===== src/rtl/counter_updn.sv =====
// counter_updn: parametrised up/down counter with clear, clamped load, wrap/saturate,
// registered terminal-count pulse and sticky overflow flag.
module counter_updn #(
    parameter int               WIDTH    = 4,
    parameter logic [WIDTH-1:0] MAX      = {WIDTH{1'b1}},
    parameter bit               SATURATE = 1'b0
) (
    input  logic             clk,
    input  logic             rstn,
    input  logic             clr,
    input  logic             load,
    input  logic [WIDTH-1:0] load_val,
    input  logic             inc,
    input  logic             dec,
    input  logic             ovf_clr,
    output logic [WIDTH-1:0] cnt,
    output logic             tc,
    output logic             ovf
);

    logic [WIDTH-1:0] cnt_q, cnt_d;
    logic             tc_q, tc_d;
    logic             ovf_q, ovf_d;
    logic             up, dn, lim;
    logic [WIDTH:0]   step_x;

    always_comb begin
        up     = inc & ~dec;
        dn     = dec & ~inc;
        step_x = up ? {1'b0, cnt_q} + 1'b1 : {1'b0, cnt_q} - 1'b1;
        // The extra bit catches both crossings: above MAX going up, borrow out of 0 going down
        lim    = ~clr & ~load & ((up & (step_x > {1'b0, MAX})) | (dn & step_x[WIDTH]));
        cnt_d  = clr ? '0
               : load ? ((load_val > MAX) ? MAX : load_val)
               : lim ? (SATURATE ? cnt_q : (up ? '0 : MAX))
               : (up | dn) ? step_x[WIDTH-1:0]
               : cnt_q;
        tc_d   = lim;
        ovf_d  = lim | (ovf_q & ~ovf_clr);
    end

    always_ff @(posedge clk or negedge rstn) begin
        if (!rstn) begin
            cnt_q <= '0;
            tc_q  <= 1'b0;
            ovf_q <= 1'b0;
        end else begin
            cnt_q <= cnt_d;
            tc_q  <= tc_d;
            ovf_q <= ovf_d;
        end
    end

    assign cnt = cnt_q;
    assign tc  = tc_q;
    assign ovf = ovf_q;

endmodule


===== config.mk =====
export PLATFORM = sky130hd
export DESIGN_NAME = counter_updn
export DESIGN_NICKNAME = d
export VERILOG_FILES = /design/src/rtl/counter_updn.sv
export SDC_FILE = /design/constraint.sdc
export NUM_CORES = 1
export LEC_CHECK = 0
export BUFFER_PORTS_ARGS = -buffer_cell sky130_fd_sc_hd__buf_4
export CELL_PAD_IN_SITES_DETAIL_PLACEMENT = 0
export CELL_PAD_IN_SITES_GLOBAL_PLACEMENT = 1
export CORE_UTILIZATION = 38
export DETAILED_ROUTE_END_ITERATION = 8
export PLACE_DENSITY_LB_ADDON = 0.1
export SLEW_MARGIN = 40
export SYNTH_ARGS = -nofsm -noshare
export SYNTH_HDL_FRONTEND = slang
export SYNTH_SLANG_ARGS = --single-unit
export TNS_END_PERCENT = 50

===== constraint.sdc =====
create_clock -name clk -period 4.3 [get_ports clk]
set_input_delay 0.215 -clock clk [delete_from_list [all_inputs] [get_ports clk]]
set_output_delay 0.215 -clock clk [all_outputs]
set_load 0.1 [all_outputs]

Word-level counts from Yosys, hierarchy flattened
Index checks and enable logic that the tools add are counted.
{"block": "totals", "ff_bits": 6, "input_bits": 11, "word_cells": 30}
{"block": "classes", "add_sub_neg": 2, "order_cmp": 2, "mux": 7, "n_bitwise": 15, "reduce_logical": 1}
{"operator": "$mux 4", "count": 6}
{"operator": "$and 1x1->1", "count": 7}
{"operator": "$add 4x1->5 const B", "count": 1}
{"operator": "$gt 5x4->1 const B", "count": 1}
{"operator": "$mux 5", "count": 1}
{"operator": "$not 1->1", "count": 5}
{"operator": "$sub 4x1->5 const B", "count": 1}
{"operator": "$gt 4x4->1 const B", "count": 1}
{"operator": "$reduce_bool 4->1", "count": 1}
{"operator": "$or 1x1->1", "count": 3}

Logic depth before layout (Yosys ltp)
Gate-level depths: netlist of run 1.
{"block": "depth", "word_depth": 10, "mapped_depth": 9}

Worst setup path after synthesis of run 1
OpenSTA, ideal clock, no wires.
{"block": "synth_timing", "kind": "reg2reg", "startpoint": "register cnt_q[0], in the netlist cnt[0]", "endpoint": "register cnt_q[3], in the netlist cnt[3]", "setup_ns": 0.126, "arrival_time_ns": 2.659, "required_time_ns": 4.174, "setup_slack_ns": 1.514, "path_stages_with_launch": 7, "period_less_slack_ns": 2.786, "cell_sequence": "dfrtp_1 -> fa_1 -> a21o_2 -> a2111oi_1 -> nand2_1 -> nor4b_1 -> a311o_1"}
{"block": "synth_via", "elab_chain_cells": 9, "word_cells_on_any_way": 13}
{"element": "start, declared", "line_no": "21", "source": "logic [WIDTH-1:0] cnt_q, cnt_d;"}
{"element": "start signal, assigned", "line_no": "48", "source": "cnt_q <= cnt_d;"}
{"element": "$sub 4x1->5 / $add 4x1->5 (equally long branches)", "line_no": "30", "source": "step_x = up ? {1'b0, cnt_q} + 1'b1 : {1'b0, cnt_q} - 1'b1;"}
{"element": "$mux 5 *", "line_no": "30"}
{"element": "$gt 5x4->1", "line_no": "32", "source": "lim = ~clr & ~load & ((up & (step_x > {1'b0, MAX})) | (dn & step_x[WIDTH]));"}
{"element": "$and 1x1->1", "line_no": "32"}
{"element": "$or 1x1->1", "line_no": "32"}
{"element": "$and 1x1->1", "line_no": "32"}
{"element": "$mux 4", "line_no": "35", "source": ": lim ? (SATURATE ? cnt_q : (up ? '0 : MAX))"}
{"element": "$mux 4", "line_no": "34", "source": ": load ? ((load_val > MAX) ? MAX : load_val)"}
{"element": "$mux 4", "line_no": "33", "source": "cnt_d = clr ? '0"}
Every way passes the cells marked *; elsewhere a longest branch is shown, timed or not. The select of a mux whose other input is x is not followed.
A chain may end at the register's enable or synchronous reset.

Final worst setup path of run 1
{"block": "layout_timing", "startpoint": "input port dec", "endpoint": "register cnt_q[3], in the netlist cnt[3]"}
{"block": "layout_via", "elab_chain_cells": 10, "word_cells_on_any_way": 16}
{"element": "start, declared", "line_no": "14", "source": "input logic dec,"}
{"element": "$not 1->1", "line_no": "28", "source": "up = inc & ~dec;"}
{"element": "$and 1x1->1", "line_no": "28"}
{"element": "$mux 5", "line_no": "30"}
{"element": "$gt 5x4->1", "line_no": "32"}
{"element": "$and 1x1->1", "line_no": "32"}
{"element": "$or 1x1->1", "line_no": "32"}
{"element": "$and 1x1->1", "line_no": "32"}
{"element": "$mux 4", "line_no": "35"}
{"element": "$mux 4", "line_no": "34"}
{"element": "$mux 4", "line_no": "33"}
Several ways; a longest one is shown, not always the timed one. The select of a mux whose other input is x is not followed.

==> results by stage, run 1 <==
Power and ir drop:
- The part of the total power dissipated in combinational logic is 0.578.
- The fraction of power consumed by the clock network is 0.182.
- The maximum vdd ir drop is between 200 and 250 uV.
- The sequential fraction of design power is 0.241.
- The net switching power of the design is roughly 0.14 mW.
- Of the total power, the share spent switching nets is 0.478.
- Internal power comes to ~0.16 mW.
- The static power due to leakage is ~0.37 nW.
- The power density of the placed cells is 404 nW/um2.

Logic synthesis:
- The sequential-to-total area share from yosys stat is 0.260.
- Among all cell types in the netlist, the one instantiated most often is sky130_fd_sc_hd__inv_1.
- The number of cells produced by synthesis is between 60 and 70.
- Sorting the synthesized cells by how often they occur yields sky130_fd_sc_hd__inv_1, sky130_fd_sc_hd__a21oi_1, sky130_fd_sc_hd__dfrtp_1, sky130_fd_sc_hd__ha_1.
- The number of distinct library cell variants in the gate-level netlist after synthesis is 31.
- The most used flip-flop cell after synthesis is sky130_fd_sc_hd__dfrtp_1.
- The number of synthesized flops with an enable pin is 0.
- The average instance in the mapped netlist occupies 8.63 um2.
- In this run, synthesis produced a sequential element count of 6.
- The synthesized netlist net count is 85.
- In the synthesized netlist the async set-or-reset flop fraction comes to 1.00.
- The leading area contributor after synthesis is sky130_fd_sc_hd__dfrtp_1.
- By area the synthesized netlist is led by sky130_fd_sc_hd__dfrtp_1, sky130_fd_sc_hd__ha_1, sky130_fd_sc_hd__a21oi_1.
- The top cell type's share of synthesized area is 0.260.
- The total of warnings raised by yosys is 0.
- The post-synth design cell area is roughly 580 um2.

Place:
- The placer congestion estimate is between 0.7 and 0.8.
- Summing all placed instances gives a cell area of 712 um2.
- Summed over all nets, the half-perimeter wirelength after detailed placement is about 1200 um.
- The number of buffer cells added on primary ports is 16.

STA:
- Dividing the final minimum period by the clock period gives 0.614.
- For the pin with the worst max-slew slack, the measured transition is about 0.67 ns.
- Setup repair after global routing left no endpoint under its margin.
- The number of max-slew violations in the final report was 0.
- In this run the tightest slew margin relative to its limit is 0.549.
- The achievable frequency is approximately 380 MHz.
- The number of setup violations in the final report is 0.
- The final critical delay including setup and external delays is between 2 and 3 ns.
- The setup TNS is 0 ns.
- The number of failing hold endpoints at the final stage is 0.
- The clock arrives with approximately 0.011 ns of skew.

Die:
- The die is 41 um wide.
- In this run the vertical extent of the chip is between 40 and 50 um.
- The initialized floorplan defines 13 standard-cell rows.
- For this configuration, the core starts out at a cell density of 0.428.
- The count of pins on the block boundary is 17.
- After floorplanning, the core was sized to cover around 1400 um2.
- The die covers between 1500 and 2000 um2.

Clock tree:
- For the worst-skew pair, the clock arrives at the later sink with an insertion delay of ~0.25 ns.
- Counting the buffers created by CTS gives 3.
- The clock net in this run drives a total of 6 sinks.
- The count of H-tree levels built during CTS is 1.
- The clock passes through at most 2 buffers.
- The buffer type at the clock tree root is sky130_fd_sc_hd__clkbuf_4.
- Post-CTS timing repair inserted 0 buffers for setup.
- The clock transition at the registers of the reported paths is 0.05 ns.
- The clock tree from TritonCTS is yes.

Finish:
- Of the cells placed in the final design, the portion with a size suffix greater than 1 is 0.291.
- The antenna diode count is 0.
- The final cell area excluding filler cells is 744 um2.
- The net count of the finished layout is 106.
- The synthesis-to-layout area growth is 28.8%.

Flow run:
- The max-capacitance violation count is 0.

Detailed routing:
- The residual antenna-violating net count after detailed routing is 0.
- After detailed routing, the number of vias per cell comes to roughly 5.5.
- The DRC marker count from the first detailed-route iteration is 7.
- The routed via count is 558.
- The routed wire length is around 1400 um.
- After detailed routing, the number of remaining DRC violations is 0.
- Dividing the detail-routed wire length by the instance count gives 14.3 um.
- Before antenna repair, the detailed router went through 4 iterations.

Worst setup path:
- The critical path in this run is classified as input port to register.
- The type of element launching the critical path is an input port.
- The worst setup path is captured at a register.
- The arrival time reported for the critical path endpoint is 2.77 ns.
- Of all nets on the critical path, the largest fanout is 6.
- The required arrival time at the worst endpoint is about 4.4 ns.

Global route:
- The via count of the first global-routing pass is 500.
- The number of antenna violations at the first check in global routing is 0.
- After global routing the overflow that remains totals 0.
- Across every metal layer, demand over resource in global routing totals 0.208.
- Entering global routing, the biggest net connects 10 pins.
- The first global-routing pass estimated approximately 2200 um of wire.

Run status:
- The run finished with clean final reports.

Hold path:
- The worst hold-check path type is input port to register.
-- flip-flops by register name, indices dropped and copies added (netlist names) --
signal  flops
tc          1
ovf         1
cnt         4
-- metrics by stage --
step	worst slack [ns]	util	std cells	power, mW	hold slack, ns
6_report	1.66	0.551	101	0.301	0.175
4_1_cts	1.72	0.551	101	0.303	0.167
5_1_grt	1.58	0.551	101	0.320	0.183
2_1_floorplan	1.51	-	67	0.203	-0.0806
3_5_place_dp	1.45	0.527	97	0.246	0.0261
3_3_place_gp	1.54	0.527	97	0.245	0.0233
-- logic make-up (layout without fill, tap and decap cells) --
| kind of cell | Yosys count | count (layout) | share of synthesized area |
|---|---|---|---|
| compound gates | 26 | 26 | 0.318 |
| simple gates | 18 | 18 | 0.182 |
| buf+inv | 9 | 28 | 0.0606 |
| fa+ha+maj | 7 | 7 | 0.165 |
| flops | 6 | 6 | 0.260 |
| xor+xnor | 1 | 1 | 0.0152 |
-- repair_timing --
| item | CTS | global route |
|---|---|---|
| gates resized for setup | 0 | 0 |
| endpoints found under the hold margin | 6 | 0 |
| hold buffers | 1 | 0 |
-- layout make-up --
type | instances | area, um2
multi-input combinational | 52 | 393
fill | 140 | 606
timing repair buffer | 17 | 130
tap | 15 | 18.8
inverter | 8 | 30.0
sequential | 6 | 150
clock buffer | 3 | 22.5
-- power groups by stage --
stage,clock network [mW],registers (mW),logic (mW)
floorplan,0,0.125,0.0789
global placement,0,0.0738,0.171
detailed placement,0,0.0732,0.173
CTS,0.0564,0.0723,0.174
global route,0.0590,0.0734,0.187
finish,0.0546,0.0723,0.174
-- routing by layer --
| layer | track usage | routed length [um] | vias up |
|---|---|---|---|
| met3 | 0.0163 | 64 | 5 |
| li1 | - | - | 283 |
| met4 | 0.125 | 36 | 0 |
| met1 | 0.284 | 708 | 253 |
| met2 | 0.316 | 631 | 17 |
| met5 | 0 | 0 | - |
-- final timing paths --
kind	depth (start not counted)	start	slack, ns	to
worst max register to register	6	cnt[0]$_DFFE_PN0P_	1.70	cnt[3]$_DFFE_PN0P_
max in group asynchronous	2	rstn	3.88	cnt[0]$_DFFE_PN0P_
min in group asynchronous	2	rstn	0.30	tc$_DFF_PN0_
worst min register to register	1	ovf$_DFF_PN0_	0.48	ovf$_DFF_PN0_
worst min-delay path	2	clr	0.18	cnt[2]$_DFFE_PN0P_
worst max-delay path	10	dec	1.66	cnt[3]$_DFFE_PN0P_
-- placed cells by master (no fill, tap or decap), drive strengths merged, types with 2 or more instances in the layout --
cell,Yosys,layout
a21o,2,2
a211oi,2,2
nand2,5,5
buf,1,16
ha,6,6
o31a,2,2
inv,8,8
dfrtp,6,6
nor2,2,2
a21oi,7,7
clkbuf,0,3
nand2b,3,3
nand3,2,2
o21ai,6,6
-- critical path, stage by stage --
cell and delay (ns):
sky130_fd_sc_hd__buf_4 0.11, sky130_fd_sc_hd__inv_1 0.04, sky130_fd_sc_hd__ha_1 0.25, sky130_fd_sc_hd__inv_1 0.17, sky130_fd_sc_hd__fa_1 0.44, sky130_fd_sc_hd__a21o_2 0.25, sky130_fd_sc_hd__a2111oi_1 0.67, sky130_fd_sc_hd__nand2_1 0.13
sky130_fd_sc_hd__nor4b_1 0.17, sky130_fd_sc_hd__a311o_1 0.33
(Power assumes the default switching activity.)
==> run 2, diff against run 1 <==
--- a/config.mk
+++ b/config.mk
@@ -8,7 +8,7 @@
 export BUFFER_PORTS_ARGS = -buffer_cell sky130_fd_sc_hd__buf_4
 export CELL_PAD_IN_SITES_DETAIL_PLACEMENT = 0
 export CELL_PAD_IN_SITES_GLOBAL_PLACEMENT = 1
-export CORE_UTILIZATION = 38
+export CORE_UTILIZATION = 35
 export DETAILED_ROUTE_END_ITERATION = 8
 export PLACE_DENSITY_LB_ADDON = 0.1
 export SLEW_MARGIN = 40
==> constraint.sdc (replaced) <==
create_clock -name clk -period 2.7 [get_ports clk]
set_input_delay 0.135 -clock clk [delete_from_list [all_inputs] [get_ports clk]]
set_output_delay 0.135 -clock clk [all_outputs]
set_load 0.1 [all_outputs]
==> results by stage, run 2 (synthesized netlist as in run 1, its figures left out) <==
Clock tree:
- The number of CTS-inserted buffers is 3 (unchanged).
- The post-CTS setup buffer count came to 0 (unchanged).
- The clock tree from TritonCTS is yes.
- The buffer type at the clock tree root is sky130_fd_sc_hd__clkbuf_4.
- The source-to-sink clock delay at the later pin of the worst-skew pair is 0.25 ns (about the same).
- The total clock sinks is 6 (unchanged).
- The clock transition at the registers of the reported paths is 0.06 ns (about the same).
- The maximum number of buffers from clock root to sink is 2 (unchanged).
- The count of H-tree levels built during CTS is 1 (unchanged).

Hold path:
- In this run the worst hold path is classified as input port to register.

Power and ir drop:
- The maximum vdd ir drop was 496 uV (+120%).
- The static power due to leakage is 0.381 nW (+3.3%).
- The power density of the placed cells is 632 nW/um2 (+56%).

Global route:
- The global-route wire length before repair is 2570 um (+19%).
- The overall routing resource usage is 0.186 (-0.0224).
- The overflow left after global routing came to 0 (unchanged).
- The largest net degree at the start of global routing is 10 (unchanged).
- The via count of the first global-routing pass is 562 (+12%).
- The number of antenna violations at the first check in global routing is 0 (unchanged).

Place:
- The pre-CTS setup slack was 0.193 ns (-1.26 ns).
- The placer congestion estimate came to 0.746 (+3.2%).
- The number of buffer cells added on primary ports is 16 (unchanged).
- The post-DP HPWL is 1200 um (+2.7%).

STA:
- The number of failing hold endpoints at the final stage is 0 (unchanged).
- The worst max-slew margin expressed relative to the limit was 0.636 (+0.0870).
- The number of max-slew violations in the final report came to 0 (unchanged).
- The least setup slack across all paths after layout came to 0.198 ns (-1.46 ns).
- The largest clock skew in the final design is 0.0143 ns (+0.00375 ns).
- The final critical delay including setup and external delays is ~2.5 ns.
- Setup repair after global routing left no endpoint under its margin.
- Of the available clock period, the critical path in the final layout requires 0.927.
- The setup TNS was 0 ns (unchanged).
- Based on the critical path, the design can be clocked at up to around 400 MHz.
- The actual transition at the worst max-transition pin is 0.544 ns (-0.130 ns).
- The number of setup violations in the final report came to 0 (unchanged).

Worst setup path:
- The arrival time reported for the critical path endpoint came to 2.62 ns (-0.15 ns).
- The critical path capture point type is a register.
- The setup path with the least slack is of type register to register.
- The largest fanout on the critical path is 6 (unchanged).
- The largest stage delay on the critical path came to 0.57 ns (-0.10 ns).
- The sum of buffers and inverters on the critical path is 0 (-3).
- The required arrival time at the worst endpoint is 2.82 ns (-1.62 ns).
- The worst setup path is launched from a register.
- On the critical path, the stage with the largest delay is an instance of sky130_fd_sc_hd__a2111oi_1.
- Among cell families on the critical path, the largest total delay comes from compound AO/OA/AOI/OAI gates.
- The signal on the critical path passes through fa_1, a21o_2, a2111oi_1, nand2_1, nor4b_1, a311o_1.

Detailed routing:
- The first-pass detailed-route iteration total is 4 (unchanged).
- The count of unresolved DRC violations after routing is 0 (unchanged).
- The DRC marker count from the first detailed-route iteration is 3 (-4).
- The average via count per standard cell is 5.47 (-0.96%).
- The routed via count is 580 (+3.9%).
- The wire length per cell after detailed routing is 14.3 um (+0.24%).
- The routed wire length is 1520 um (+5.2%).
- The residual antenna-violating net count after detailed routing is 0 (unchanged).

Finish:
- In the layout the commonest cells are sky130_fd_sc_hd__buf_4, sky130_fd_sc_hd__inv_1, sky130_fd_sc_hd__a21oi_1, sky130_fd_sc_hd__ha_1.
- The number of flip-flops under the largest register name is 4 (unchanged).
- The library cell used most frequently in the layout, excluding fill and tap cells, is sky130_fd_sc_hd__buf_4.
- The synthesis-to-layout area growth is 34.2%.
- The antenna diode count is 0 (unchanged).
- The final-stage net count is 109 (+2.8%).
- The share of layout cells above drive strength 1 is 0.344 (+0.0537).

Die:
- The row count is 14 (+1).
- The width of the die is 42.6 um (+4.0%).
- The initial standard-cell utilization of the core came to 0.379 (-0.0489).
- The area of the core region came to 1520 um2 (+13%).
- The total die area came to 1820 um2 (+8.2%).
- The overall die height came to 42.6 um (+4.0%).
- The count of pins on the block boundary is 17 (unchanged).

Run status:
- The flow ran to the end, and the final reports show no timing, DRC or antenna violations.

Flow run:
- The max-capacitance violation count is 0 (unchanged).
## run 2: final timing paths
kind / slack [ns] / to / from / cells past startpoint
setup reg to reg: 0.20 / cnt[3]$_DFFE_PN0P_ / cnt[0]$_DFFE_PN0P_ / 6
hold / removal: 0.08 / cnt[2]$_DFFE_PN0P_ / clr / 2
max in group asynchronous: 2.34 / ovf$_DFF_PN0_ / rstn / 2
min in group asynchronous: 0.24 / cnt[1]$_DFFE_PN0P_ / rstn / 2
hold reg to reg: 0.49 / ovf$_DFF_PN0_ / ovf$_DFF_PN0_ / 1
setup / recovery: 0.20 / cnt[3]$_DFFE_PN0P_ / cnt[0]$_DFFE_PN0P_ / 6
## run 2: repair_timing
| action | CTS | global route |
|---|---|---|
| endpoints found under the hold margin | 6 | 0 |
| gates resized for setup | 0 | 0 |
| hold buffers | 1 | 0 |
## run 2: stage by stage
step / utilization / power, mW / std cells / area, um2 / hold slack [ns]
global route: 0.509 / 0.521 / 106 / 776 / 0.0766
floorplan: - / 0.325 / 67 / 582 / -0.161
finish: 0.509 / 0.490 / 106 / 776 / 0.0820
CTS: 0.509 / 0.492 / 106 / 776 / 0.0729
detailed placement: 0.485 / 0.396 / 101 / 739 / -0.0557
global placement: 0.485 / 0.397 / 101 / 739 / -0.0567
## run 2: layout make-up
cell class	count	area, um2
Fill cell	161	748
Multi-Input combinational cell	52	393
Sequential cell	6	154
Timing Repair Buffer	20	153
Inverter	8	30.0
Clock buffer	4	26.3
Tap cell	16	20.0
## run 2: metal layers
metal / up-vias / GRT usage / part of all wire
met3: 0 / 0.0603 / 0.036
met4: 0 / 0.0188 / 0
met2: 16 / 0.291 / 0.46
li1: 293 / - / -
met5: - / 0 / 0
met1: 271 / 0.257 / 0.51
## run 2: where the power goes
part           internal (mW)  switching, mW
Combinational          0.101          0.181
Clock                 0.0561         0.0348
Sequential             0.103         0.0145
==> run 3, diff against run 2 <==
--- a/config.mk
+++ b/config.mk
@@ -8,7 +8,7 @@
 export BUFFER_PORTS_ARGS = -buffer_cell sky130_fd_sc_hd__buf_4
 export CELL_PAD_IN_SITES_DETAIL_PLACEMENT = 0
 export CELL_PAD_IN_SITES_GLOBAL_PLACEMENT = 1
-export CORE_UTILIZATION = 35
+export CORE_UTILIZATION = 32
 export DETAILED_ROUTE_END_ITERATION = 8
 export PLACE_DENSITY_LB_ADDON = 0.1
 export SLEW_MARGIN = 40
==> constraint.sdc (replaced) <==
create_clock -name clk -period 2.2 [get_ports clk]
set_input_delay 0.11 -clock clk [delete_from_list [all_inputs] [get_ports clk]]
set_output_delay 0.11 -clock clk [all_outputs]
set_load 0.1 [all_outputs]
==> results by stage, run 3 (synthesized netlist as in run 1, its figures left out) <==
Run status:
- The run finished, with violations left.
- The final reports fail on setup timing.

STA:
- The final worst hold slack came to 0.0281 ns (-0.0539 ns).
- The least setup slack across all paths after layout is -0.0785 ns (-0.276 ns).
- The worst max-slew margin expressed relative to the limit is 0.740 (+0.104).
- The setup TNS is -0.311 ns (-0.311 ns).
- The number of max-slew violations in the final report is 0 (unchanged).
- Setup repair after global routing could not meet its margin everywhere.
- The final critical delay including setup and external delays is 2.28 ns (-0.224 ns).
- The actual transition at the worst max-transition pin is 0.388 ns (-0.156 ns).
- The achievable frequency is 439 MHz (+9.8%).
- The number of setup violations in the final report is 5 (+5).
- The largest clock skew in the final design is 0.0206 ns (+0.00636 ns).
- The ratio of final minimum period to clock period is 1.04 (+0.109).
- The number of failing hold endpoints at the final stage is 0 (unchanged).

Hold path:
- The worst hold-check path type is input port to register.

Flow run:
- The max-capacitance violation count came to 0 (unchanged).

Global route:
- The overflow left after global routing came to 0 (unchanged).
- The largest net degree at the start of global routing is 10 (unchanged).
- The overall routing resource usage is 0.185 (-0.00135).
- The via count of the first global-routing pass is 586 (+4.3%).
- The number of antenna violations at the first check in global routing is 0 (unchanged).
- The global-route wire length before repair is 2590 um (+0.82%).

Worst setup path:
- The arrival time reported for the critical path endpoint is 2.41 ns (-0.21 ns).
- The required arrival time at the worst endpoint is 2.33 ns (-0.49 ns).
- The type of element launching the critical path is a register.
- The worst-path cell with the longest stage delay is sky130_fd_sc_hd__dfrtp_4.
- The kind of cell adding the most delay to the critical path is simple AND/OR/NAND/NOR gates.
- The critical path goes through fa_2, xnor2_2, or4b_4, a21oi_1, nor4b_1, a311o_1.
- The largest fanout on the critical path is 3 (-3).
- The worst setup path is captured at a register.
- The sum of buffers and inverters on the critical path came to 0 (unchanged).
- The largest stage delay on the critical path is 0.51 ns (-0.06 ns).
- The category of the most critical setup path is register to register.

Place:
- The total cell area at the placement stage is 831 um2 (+12%).
- The pre-CTS setup slack is -0.234 ns (-0.427 ns).
- The placer congestion estimate is 0.790 (+5.9%).
- The number of cells after detailed placement came to 114 (+13%).
- The post-DP HPWL is 1320 um (+9.5%).
- The number of buffer cells added on primary ports was 16 (unchanged).

Detailed routing:
- The average via count per standard cell is 5.05 (-7.7%).
- The wire length per cell after detailed routing came to 13.6 um (-4.7%).
- The first-pass detailed-route iteration total is 4 (unchanged).
- The routed wire length is 1620 um (+7.0%).
- The DRC marker count from the first detailed-route iteration came to 7 (+4).
- The routed via count was 601 (+3.6%).
- The residual antenna-violating net count after detailed routing came to 0 (unchanged).
- The count of unresolved DRC violations after routing came to 0 (unchanged).

Power and ir drop:
- The total power of the final layout came to 0.666 mW (+36%).
- The maximum vdd ir drop is 479 uV (-3.4%).
- The power density of the placed cells is 754 nW/um2 (+19%).
- The static power due to leakage was 0.411 nW (+7.9%).

Finish:
- The register cell area after layout is 163 um2 (+5.7%).
- The antenna diode count came to 0 (unchanged).
- The non-filler instance count after layout is 119 (+12%).
- The final cell area excluding filler cells was 883 um2 (+14%).
- Leaving out fill and tap cells, the most frequent cells in the layout are sky130_fd_sc_hd__buf_4, sky130_fd_sc_hd__inv_1, sky130_fd_sc_hd__a21oi_1, sky130_fd_sc_hd__o21ai_0, sky130_fd_sc_hd__nand2_1.
- The end-of-flow core utilization is 0.554 (+0.0451).
- The number of flip-flops under the largest register name is 4 (unchanged).
- The leading cell type in the layout, fill and taps excluded is sky130_fd_sc_hd__buf_4.
- The final-layout fill cell count came to 158 (-1.9%).
- The multi-input combinational cell area is 444 um2 (+13%).
- Compared with the post-synthesis result, the final layout area differs by 52.8%.
- The share of layout cells above drive strength 1 came to 0.463 (+0.119).
- The final-stage net count is 114 (+4.6%).

Die:
- The count of pins on the block boundary was 17 (unchanged).
- The row count is 14 (unchanged).
- The overall die height is 44.5 um (+4.4%).
- The total die area came to 1980 um2 (+8.9%).
- The initial standard-cell utilization of the core came to 0.363 (-0.0167).
- The area of the core region is 1590 um2 (+4.6%).
- The width of the die is 44.5 um (+4.4%).

Clock tree:
- The clock tree from TritonCTS is yes.
- The maximum number of buffers from clock root to sink is 2 (unchanged).
- The total clock sinks was 6 (unchanged).
- The clock transition at the registers of the reported paths is 0.06 ns (about the same).
- The source-to-sink clock delay at the later pin of the worst-skew pair is 0.27 ns (+0.02 ns).
- The number of CTS-inserted buffers is 3 (unchanged).
- The count of H-tree levels built during CTS came to 1 (unchanged).
- The root buffer cell chosen for the clock tree is sky130_fd_sc_hd__clkbuf_4.
[run 3: final cells by class]
cell class,instances,area share
multi-input cells,52,0.503
well taps,24,0.0340
repair buffers,25,0.215
clock buffers,4,0.0297
inverters,8,0.0340
flip-flops and latches,6,0.184
[run 3: path summary, 6_finish.rpt]
kind / start / cells after the start / slack (ns) / end
setup / recovery: cnt[1]$_DFFE_PN0P_ / 6 / -0.08 / cnt[3]$_DFFE_PN0P_
setup reg to reg: cnt[1]$_DFFE_PN0P_ / 6 / -0.08 / cnt[3]$_DFFE_PN0P_
hold / removal: clr / 2 / 0.03 / cnt[2]$_DFFE_PN0P_
min in group asynchronous: rstn / 2 / 0.18 / cnt[0]$_DFFE_PN0P_
max in group asynchronous: rstn / 2 / 1.87 / cnt[3]$_DFFE_PN0P_
hold reg to reg: ovf$_DFF_PN0_ / 1 / 0.49 / ovf$_DFF_PN0_
[run 3: metal layers]
layer,routed length [um],GRT usage,vias up
li1,-,-,298
met1,706,0.219,278
met2,802,0.312,22
met3,94,0.0531,3
met4,17,0.0727,0
met5,0,0,-
[run 3: power breakdown]
part	internal [mW]	leakage (nW)	switching, mW
Combinational	0.153	0.323	0.246
Clock	0.0695	0.0150	0.0528
Sequential	0.130	0.0725	0.0138
[run 3: what timing repair did]
item                       CTS  global route
hold buffers                 1             0
setup buffers                0             0
cloned                       0             0
gates resized for setup      2             1
setup endpoints to repair    5             6
hold endpoints to repair     6             0
pin swaps                    0             0
